File: config.mk
export PLATFORM = sky130hd
export DESIGN_NAME = packet_register_responder
export DESIGN_NICKNAME = d
export VERILOG_FILES = /design/src/rtl/packet_register_responder.sv
export SDC_FILE = /design/constraint.sdc
export NUM_CORES = 1
export LEC_CHECK = 0
export CAP_MARGIN = 20
export CORE_UTILIZATION = 50
export CTS_CLUSTER_DIAMETER = 80
export DETAILED_ROUTE_END_ITERATION = 16
export PLACE_DENSITY = 0.78
export SETUP_SLACK_MARGIN = 0.2
export SLEW_MARGIN = 20
export SYNTH_ARGS = -nofsm -noshare
export SYNTH_HDL_FRONTEND = slang
export SYNTH_SLANG_ARGS = --single-unit
File: constraint.sdc
create_clock -name ipClk -period 57.5 [get_ports ipClk]
set_input_delay 11.5 -clock ipClk [delete_from_list [all_inputs] [get_ports ipClk]]
set_output_delay 11.5 -clock ipClk [all_outputs]
set_load 0.02 [all_outputs]
File: src/rtl/packet_register_responder.sv
// Register-access responder for the UART packet link: parses read/write
// requests, executes them on a local 32-bit register file, and returns one reply
// packet per addressed request. The first reply beat appears on the cycle after
// the request's EoP beat. The Rx side is never stalled. Requests that arrive
// while a reply is still pending are dropped and counted.
//
// Ports:
//   ipClk        system clock
//   ipReset      asynchronous reset, active-high
//   ipRxStream   request beats from the packet receiver (no backpressure)
//   ipTxReady    transmitter ready; a beat moves on opTxStream.Valid && ipTxReady
//   opTxStream   reply beats to the packet transmitter
//   opRegisters  register file, register n at [32n+31:32n]
//   opWrStrobe   one-cycle pulse on the bit of the register being written
//   opDropCount  saturating count of dropped or abandoned requests

package uart_packet_pkg;
  typedef struct packed {
    logic [7:0] Destination;
    logic [7:0] Source;
    logic [7:0] Length;
    logic [7:0] Data;
    logic       SoP;
    logic       EoP;
    logic       Valid;
  } UART_PACKET;
endpackage

module packet_register_responder
  import uart_packet_pkg::*;
#(
  parameter logic [7:0]  ADDRESS     = 8'h01,
  parameter int          REG_COUNT   = 16,
  parameter logic [31:0] RESET_VALUE = 32'h0
) (
  input  logic                      ipClk,
  input  logic                      ipReset,
  input  UART_PACKET                ipRxStream,
  input  logic                      ipTxReady,
  output UART_PACKET                opTxStream,
  output logic [32*REG_COUNT-1:0]   opRegisters,
  output logic [REG_COUNT-1:0]      opWrStrobe,
  output logic [7:0]                opDropCount
);

  // The start beat carries the command byte, so Idle captures it directly and
  // parsing continues at the address beat.
  typedef enum logic [2:0] {
    ST_IDLE,
    ST_RX_ADDR,
    ST_RX_DATA,
    ST_WAIT_EOP,
    ST_EXEC,
    ST_TX
  } state_t;

  localparam logic [8:0] REG_LIMIT = 9'(REG_COUNT);

  state_t                state_q, state_d;
  logic [7:0]            cmd_q, cmd_d;
  logic [7:0]            addr_q, addr_d;
  logic [31:0]           data_q, data_d;
  logic [7:0]            src_q, src_d;
  logic [7:0]            len_q, len_d;
  logic [7:0]            cnt_q, cnt_d;      // beats received in the current request
  logic                  tx_vld_q, tx_vld_d;
  logic [7:0]            tx_dst_q, tx_dst_d;
  logic [7:0]            tx_src_q, tx_src_d;
  logic [7:0]            rep_len_q, rep_len_d;
  logic [2:0]            idx_q, idx_d;      // reply beat currently presented
  logic [7:0][7:0]       rep_q, rep_d;      // reply payload, byte k on beat k
  logic [REG_COUNT-1:0]  strobe_q, strobe_d;
  logic [7:0]            drop_q, drop_d;
  logic [31:0]           regs_q [REG_COUNT];

  logic                  rx_start, rx_mine, take_start, take_body, load_reply, last_beat;
  logic [7:0]            status;
  logic [31:0]           rd_word;

  assign rx_start  = ipRxStream.Valid && ipRxStream.SoP;
  assign rx_mine   = rx_start && (ipRxStream.Destination == ADDRESS);
  assign last_beat = ({5'd0, idx_q} == (rep_len_q - 8'd1));

  always_comb begin
    state_d    = state_q;
    cmd_d      = cmd_q;
    addr_d     = addr_q;
    data_d     = data_q;
    src_d      = src_q;
    len_d      = len_q;
    cnt_d      = cnt_q;
    tx_vld_d   = tx_vld_q;
    tx_dst_d   = tx_dst_q;
    tx_src_d   = tx_src_q;
    rep_len_d  = rep_len_q;
    idx_d      = idx_q;
    rep_d      = rep_q;
    strobe_d   = '0;
    drop_d     = drop_q;
    take_start = 1'b0;
    take_body  = 1'b0;
    status     = 8'h00;
    rd_word    = 32'h0;

    case (state_q)
      ST_IDLE: take_start = rx_mine;
      ST_RX_ADDR, ST_RX_DATA, ST_WAIT_EOP: begin
        if (rx_start) begin
          // A new packet before EoP abandons the request in progress.
          if (drop_q != 8'hFF) drop_d = drop_q + 8'd1;
          take_start = rx_mine;
          if (!rx_mine) state_d = ST_IDLE;
        end else begin
          take_body = ipRxStream.Valid;
        end
      end
      ST_EXEC, ST_TX: begin
        if (rx_mine && drop_q != 8'hFF) drop_d = drop_q + 8'd1;
        // Exec already presents beat 0, so both states run the Tx handshake.
        if (tx_vld_q && ipTxReady) begin
          if (last_beat) begin
            tx_vld_d = 1'b0;
            idx_d    = 3'd0;
            state_d  = ST_IDLE;
          end else begin
            idx_d    = idx_q + 3'd1;
            state_d  = ST_TX;
          end
        end else begin
          state_d = ST_TX;
        end
      end
      default: state_d = ST_IDLE;
    endcase

    if (take_start) begin
      src_d   = ipRxStream.Source;
      len_d   = ipRxStream.Length;
      cmd_d   = ipRxStream.Data;
      addr_d  = 8'h00;
      data_d  = 32'h0;
      cnt_d   = 8'd1;
      state_d = ST_RX_ADDR;
    end else if (take_body) begin
      cnt_d = (cnt_q == 8'hFF) ? cnt_q : cnt_q + 8'd1;
      case (state_q)
        ST_RX_ADDR: begin
          addr_d  = ipRxStream.Data;
          state_d = (cmd_q == 8'h01) ? ST_RX_DATA : ST_WAIT_EOP;
        end
        ST_RX_DATA: begin
          case (cnt_q)
            8'd2: data_d[7:0]   = ipRxStream.Data;
            8'd3: data_d[15:8]  = ipRxStream.Data;
            8'd4: data_d[23:16] = ipRxStream.Data;
            8'd5: begin
              data_d[31:24] = ipRxStream.Data;
              state_d       = ST_WAIT_EOP;
            end
            default: ;
          endcase
        end
        default: ;
      endcase
    end

    // Validation and reply building happen as the EoP beat is taken so the
    // strobe and the first reply beat are both registered for the Exec cycle.
    load_reply = (take_start || take_body) && ipRxStream.EoP;

    if ((cmd_d != 8'h00 && cmd_d != 8'h01) ||
        (cmd_d == 8'h00 && len_d != 8'd2) ||
        (cmd_d == 8'h01 && len_d != 8'd6) ||
        (cnt_d != len_d))
      status = 8'h02;
    else if ({1'b0, addr_d} >= REG_LIMIT)
      status = 8'h01;

    if (status == 8'h00) begin
      for (int n = 0; n < REG_COUNT; n++)
        if (addr_d == 8'(n)) rd_word = regs_q[n];
    end

    if (load_reply) begin
      state_d  = ST_EXEC;
      tx_vld_d = 1'b1;
      tx_dst_d = src_d;
      tx_src_d = ADDRESS;
      idx_d    = 3'd0;
      rep_d    = '0;
      rep_d[0] = status;
      rep_d[1] = addr_d;
      if (cmd_d == 8'h00 && status != 8'h02) begin
        rep_len_d = 8'd6;
        rep_d[2]  = rd_word[7:0];
        rep_d[3]  = rd_word[15:8];
        rep_d[4]  = rd_word[23:16];
        rep_d[5]  = rd_word[31:24];
      end else begin
        rep_len_d = 8'd2;
      end
      for (int n = 0; n < REG_COUNT; n++)
        strobe_d[n] = (status == 8'h00) && (cmd_d == 8'h01) && (addr_d == 8'(n));
    end
  end

  always_ff @(posedge ipClk or posedge ipReset) begin
    if (ipReset) begin
      state_q   <= ST_IDLE;
      cmd_q     <= 8'h00;
      addr_q    <= 8'h00;
      data_q    <= 32'h0;
      src_q     <= 8'h00;
      len_q     <= 8'h00;
      cnt_q     <= 8'h00;
      tx_vld_q  <= 1'b0;
      tx_dst_q  <= 8'h00;
      tx_src_q  <= 8'h00;
      rep_len_q <= 8'h00;
      idx_q     <= 3'd0;
      rep_q     <= '0;
      strobe_q  <= '0;
      drop_q    <= 8'h00;
      for (int n = 0; n < REG_COUNT; n++) regs_q[n] <= RESET_VALUE;
    end else begin
      state_q   <= state_d;
      cmd_q     <= cmd_d;
      addr_q    <= addr_d;
      data_q    <= data_d;
      src_q     <= src_d;
      len_q     <= len_d;
      cnt_q     <= cnt_d;
      tx_vld_q  <= tx_vld_d;
      tx_dst_q  <= tx_dst_d;
      tx_src_q  <= tx_src_d;
      rep_len_q <= rep_len_d;
      idx_q     <= idx_d;
      rep_q     <= rep_d;
      strobe_q  <= strobe_d;
      drop_q    <= drop_d;
      // The write lands at the end of the strobe cycle; data_q is frozen in Exec.
      for (int n = 0; n < REG_COUNT; n++)
        if (strobe_q[n]) regs_q[n] <= data_q;
    end
  end

  for (genvar g = 0; g < REG_COUNT; g++) begin : g_regs_out
    assign opRegisters[32*g +: 32] = regs_q[g];
  end

  assign opTxStream.Destination = tx_dst_q;
  assign opTxStream.Source      = tx_src_q;
  assign opTxStream.Length      = rep_len_q;
  assign opTxStream.Data        = rep_q[idx_q];
  assign opTxStream.SoP         = tx_vld_q && (idx_q == 3'd0);
  assign opTxStream.EoP         = tx_vld_q && last_beat;
  assign opTxStream.Valid       = tx_vld_q;
  assign opWrStrobe             = strobe_q;
  assign opDropCount            = drop_q;

endmodule

==> Word level (Yosys, flattened, before mapping) <==
Index checks and enable logic that the tools add are counted.
{ "totals": {"reg_bits": 680, "latchBits": 0, "mem_bits_rw": 0, "mem_bits_ro": 0, "input_bits": 38, "output_inout_bits": 571, "word_cells": 207, "n_memories": 0} }
{ "op_classes": {"addsub": 4, "multipliers": 0, "div_mod_pow": 0, "order_cmp": 2, "n_eq_ne": 38, "shift": 0, "n_mux": 67, "bitwise_logic": 0, "n_reduce_logical": 57} }
{ "op_table": {"columns": ["op", "count"], "rows": [
  ["2-to-1 mux 32 bit", 21],
  ["2-to-1 mux 8 bit", 17],
  ["equality test 8 x 4 -> 1 bit (second input constant)", 8],
  ["equality test 8 x 3 -> 1 bit (second input constant)", 6],
  ["2-to-1 mux 3 bit", 13],
  ["equality test 8 x 1 -> 1 bit (second input constant)", 4],
  ["equality test 8 x 2 -> 1 bit (second input constant)", 4],
  ["logical AND 1 bit", 28],
  ["binary-select mux 8 bit (select 3 bit)", 1],
  ["zero test 8 bit", 3],
  ["nonzero test 2 bit", 10],
  ["adder 8 x 1 -> 8 bit (second input constant)", 2],
  ["2-to-1 mux 16 bit", 1],
  ["inequality test 8 x 2 -> 1 bit (second input constant)", 2],
  ["one-hot mux 8 bit (2 select lines)", 1],
  ["AND reduction 3 bit", 5],
  ["2-to-1 mux 1 bit", 9],
  ["one-hot mux 3 bit (3 select lines)", 1],
  ["equality test 3 x 8 -> 1 bit", 1],
  ["equality test 8 bit (second input constant)", 1],
  ["greater-or-equal comparator 8 x 5 -> 1 bit (second input constant)", 1],
  ["inequality test 8 x 1 -> 1 bit (second input constant)", 1],
  ["inequality test 8 x 3 -> 1 bit (second input constant)", 1],
  ["inequality test 8 bit", 1],
  ["other kinds (18)", 26]
]} }

==> Logic depth before layout (Yosys ltp) <==
{ "logic_depth": {"ltp_word": 24, "mapped_depth": 14} }

==> Least setup slack after synthesis <==
No wires, ideal clock.
{ "synth_timing": {"path_kind": "input-to-reg", "startpoint": "input ipRxStream[34] in the netlist's numbering", "endpoint": "register rep_q[33] in the netlist's numbering", "t_arrival_ns": 13.731, "required_ns": 57.368, "path_slack_ns": 43.638, "path_stages": 11, "path_buffers": 3, "cell_sequence": "nor4b_2 nand4b_2 buf_2 o21a_1 and3_1 buf_2 buf_2 a222oi_1 a21oi_1 a211oi_1 a22oi_1"} }
{ "synth_via": {"elab_chain_cells": 24} }
{ "synth_lines": {"columns": ["element", "line", "source"], "rows": [
  ["from (decl)", "38", "input UART_PACKET ipRxStream,"],
  ["equality test 8 x 1 -> 1 bit (*)", "81", "assign rx_mine = rx_start && (ipRxStream.Destination == ADDRESS);"],
  ["logical AND 1 bit (*)", "81", null],
  ["2-to-1 mux 1 bit", "108", "if (rx_start) begin"],
  ["one-hot mux 1 bit (2 select lines) (*)", "105", "case (state_q)"],
  ["2-to-1 mux 8 bit", "136", "if (take_start) begin"],
  ["zero test 8 bit", "181", "if (addr_d == 8'(n)) rd_word = regs_q[n];"],
  ["2-to-1 mux 32 bit (16 in a row)", "181", null],
  ["2-to-1 mux 32 bit", "179", "if (status == 8'h00) begin"],
  ["2-to-1 mux 32 bit", "193", "if (cmd_d == 8'h00 && status != 8'h02) begin"],
  ["to (signal assigned)", "238", "rep_q <= rep_d;"],
  ["to (decl)", "71", "logic [7:0][7:0] rep_q, rep_d;"]
]} }
Every way passes the cells marked *; elsewhere a longest branch is shown, timed or not.
A chain may end at the register's enable or synchronous reset.

==> Final worst setup path <==
{ "layout_timing": {"startpoint": "input ipRxStream[34] in the netlist's numbering", "endpoint": "register rep_q[30] in the netlist's numbering"} }
The elaborated chain is that of the path after synthesis.

==> impl_metrics.toml <==
[sta]
period_share = 0.272
rsz0062_at_grt = "no"
max_slew_margin = 0.173
min_period_ns = 15.67
finalSetupViolCount = 0
fin_ws_ns = 41.83
fin_tns_setup_ns = 0
skew_ns = 0.0305
hold_viol_final = 0
final_max_slew_viol_count = 0
worst_slew_pin_slew_ns = 1.24
max_freq_mhz = 63.8

[setup_path]
r2r_start = "state_q[2]"
slowest_delay_ns = 0.94
cp-end-kind = "register"
worstPathMaxFanout = 39
worstPathRequired_ns = 57.99
start_kind = "input port"
slowest_stage = "a2111oi_1"
r2r_setup_slack_ns = 52.82
worstSetupStartpoint = "ipRxStream[34]"
path_cells = "clkdlybuf4s50_1 -> nor4b_2 -> and4b_4 -> o21a_1 -> or3_2 -> nand2_1 -> a2111oi_1 -> o31a_1 -> a32oi_1"
r2r_end = "rep_q[30]"
critPathKind = "in2reg"
critical_path_arrival_ns = 16.16
reg2reg_depth = 9

[global_routing]
track_usage = 0.416
grt_pass1_vias = 25300
antenna_found_initial = 2
grt_max_degree = 207
grt.overflow.total = 0
grt_pass1_wl_um = 182000

[pwr]
peakVddDrop_mv = 0.0235
cellPowerDensity_nw_per_um2 = 30.1
leakagePower_nw = 17.8

[placed_design]
post_dp_cell_area_um2 = 36700
place_ws_ns = 41.16
gp_congestion = 0.996
hpwl_um = 86700
port_buffers = 595

[clocking]
cts_root_buf = "clkbuf_16"
cts_sinks = 667
cts_tree = "done"
cts_buffers = 72
htree_levels = 3
ctsResizeCount = 0
clockBufferDepth = 3
worstSkewPairLatency_ns = 0.64
clk_pin_slew_worst_paths_ns = 0.06
cts_setup_buffers = 0
cts_hold_buf = 0

[finish]
final_common_cell = "dfrtp_1"
drive_above_1_share = 0.239
final_area_um2 = 39200
layout_common_cells = "dfrtp_1 (651), clkdlybuf4s50_1 (595), mux2_2 (502)"
syn_to_final_growth_pct = 29.5
fin_util = 0.660
num-nets-final = 3047
diodes = 0

[floorplan]
core_area_um2 = 59400
io_pins = 609
die_h_um = 248
rows = 89
die_area_um2 = 61500
initial_core_util = 0.510
die_x_um = 248

[routing]
post_drt_via_cell_ratio = 6.75
drt_iter0_markers = 3143
firstDrtPassIters = 8
drc = 0
wl_um = 129000
vias = 25800
drtAntennaViolNets = 0
drt-wirelength-per-cell_um = 33.7

[min_path]
whs_endpoint = "src_q[6]"
min_path_cells = 2
hp-start = "src_q[6]"
hold_path_class = "reg2reg"

[yosys]
netlist_area_um2 = 30200
yosysWarnings = 0
postSynthCellCount = 2489
ys_types = 90
ys_ff_latch = 667
synth_edf_count = 0
yosys_most_used_dff = "dfrtp_1"
async_reset_ff_frac = 1.00
syn_avg_cell_area_um2 = 12.2
yosysSeqAreaShare = 0.552

[outcome]
outcome = "complete, no violations"

[flow_run]
drv_cap = 0
## power breakdown
part	total (W)	internal, W	leakage [nW]	switching, W
sequential	0.000500	0.000483	9.22	0.0000165
combinational	0.000197	0.0000592	7.39	0.000138
clock	0.000481	0.000285	1.18	0.000195
## cell type report
class / count / area (um^2)
fillers: 4446 / 20200
multi-input cells: 1581 / 12600
well taps: 773 / 967
repair buffers: 649 / 6390
clock inverters: 21 / 304
clock buffers: 110 / 2110
inverters: 30 / 120
flip-flops and latches: 667 / 16700
## synthesized netlist by cell type, types with 17 or more instances
| library cell | n | area share |
|---|---|---|
| a21oi_1 | 40 | 0.0066 |
| a221oi_1 | 55 | 0.016 |
| a22o_1 | 19 | 0.0055 |
| a22oi_1 | 77 | 0.019 |
| a31oi_1 | 20 | 0.0041 |
| buf_1 | 43 | 0.0053 |
| buf_2 | 49 | 0.0081 |
| buf_4 | 19 | 0.0047 |
| clkbuf_1 | 108 | 0.013 |
| dfrtp_1 | 667 | 0.55 |
| inv_1 | 29 | 0.0036 |
| mux2_2 | 502 | 0.19 |
| mux2i_1 | 47 | 0.016 |
| nand2_1 | 232 | 0.029 |
| nand3_1 | 34 | 0.0056 |
| nand4_1 | 19 | 0.0039 |
| nor2_1 | 137 | 0.017 |
| nor3_1 | 17 | 0.0028 |
| o21ai_0 | 57 | 0.0094 |
| o22ai_1 | 35 | 0.0072 |
## metal layers
layer | global-route usage | routed length, um | vias up
li1 | - | - | 10200
met1 | 0.540 | 47000 | 13100
met2 | 0.610 | 56100 | 2032
met3 | 0.143 | 17200 | 529
met4 | 0.232 | 8940 | 0
met5 | 0 | 0 | -
## logic make-up after synthesis
| kind of cell | synth area share |
|---|---|
| AO/OA/AOI/OAI | 0.118 |
| XOR/XNOR | 0.00509 |
| adder cells (fa/ha/maj) | 0.00331 |
| buffers and inverters | 0.0368 |
| flip-flops | 0.552 |
| multiplexers | 0.204 |
| other | 0.000124 |
| AND/OR/NAND/NOR | 0.0811 |
## stage by stage
step,power [W],hold slack [ns],std cells
after floorplan,0.000619,0.438,2501
after CTS,0.00117,0.474,3830
after global routing,0.00121,0.484,3831
after global placement,0.000693,0.456,3698
after detailed placement,0.000697,0.460,3699
final,0.00118,0.473,3831
## worst max-delay path: cells and delay by family
| kind | cells | cell delay (ns) |
|---|---|---|
| buffers and inverters | 1 | 0.42 |
| AOI/OAI and AO/OA | 4 | 1.90 |
| and+or+nand+nor | 4 | 2.29 |
## worst max path at each step
stage	endpoint	slack (ns)	cells past startpoint
2_1_floorplan	addr_q[0]	27.31	1
6_report	rep_q[30]	41.83	9
5_1_grt	rep_q[16]	41.69	9
4_1_cts	rep_q[30]	41.81	9
3_5_place_dp	rep_q[30]	41.16	9
3_3_place_gp	rep_q[32]	40.68	9
## registers in the layout, indices dropped and copies added (netlist names)
signal       flops
opWrStrobe      16
state_q          3
rep_q           42
addr_q           8
tx_vld_q         1
cnt_q            8
rep_len_q        2
opDropCount      8
data_q          32
src_q            8
len_q            8
idx_q            3
opRegisters    512
cmd_q            8
tx_dst_q         8
Power figures use the tool's default switching activity.
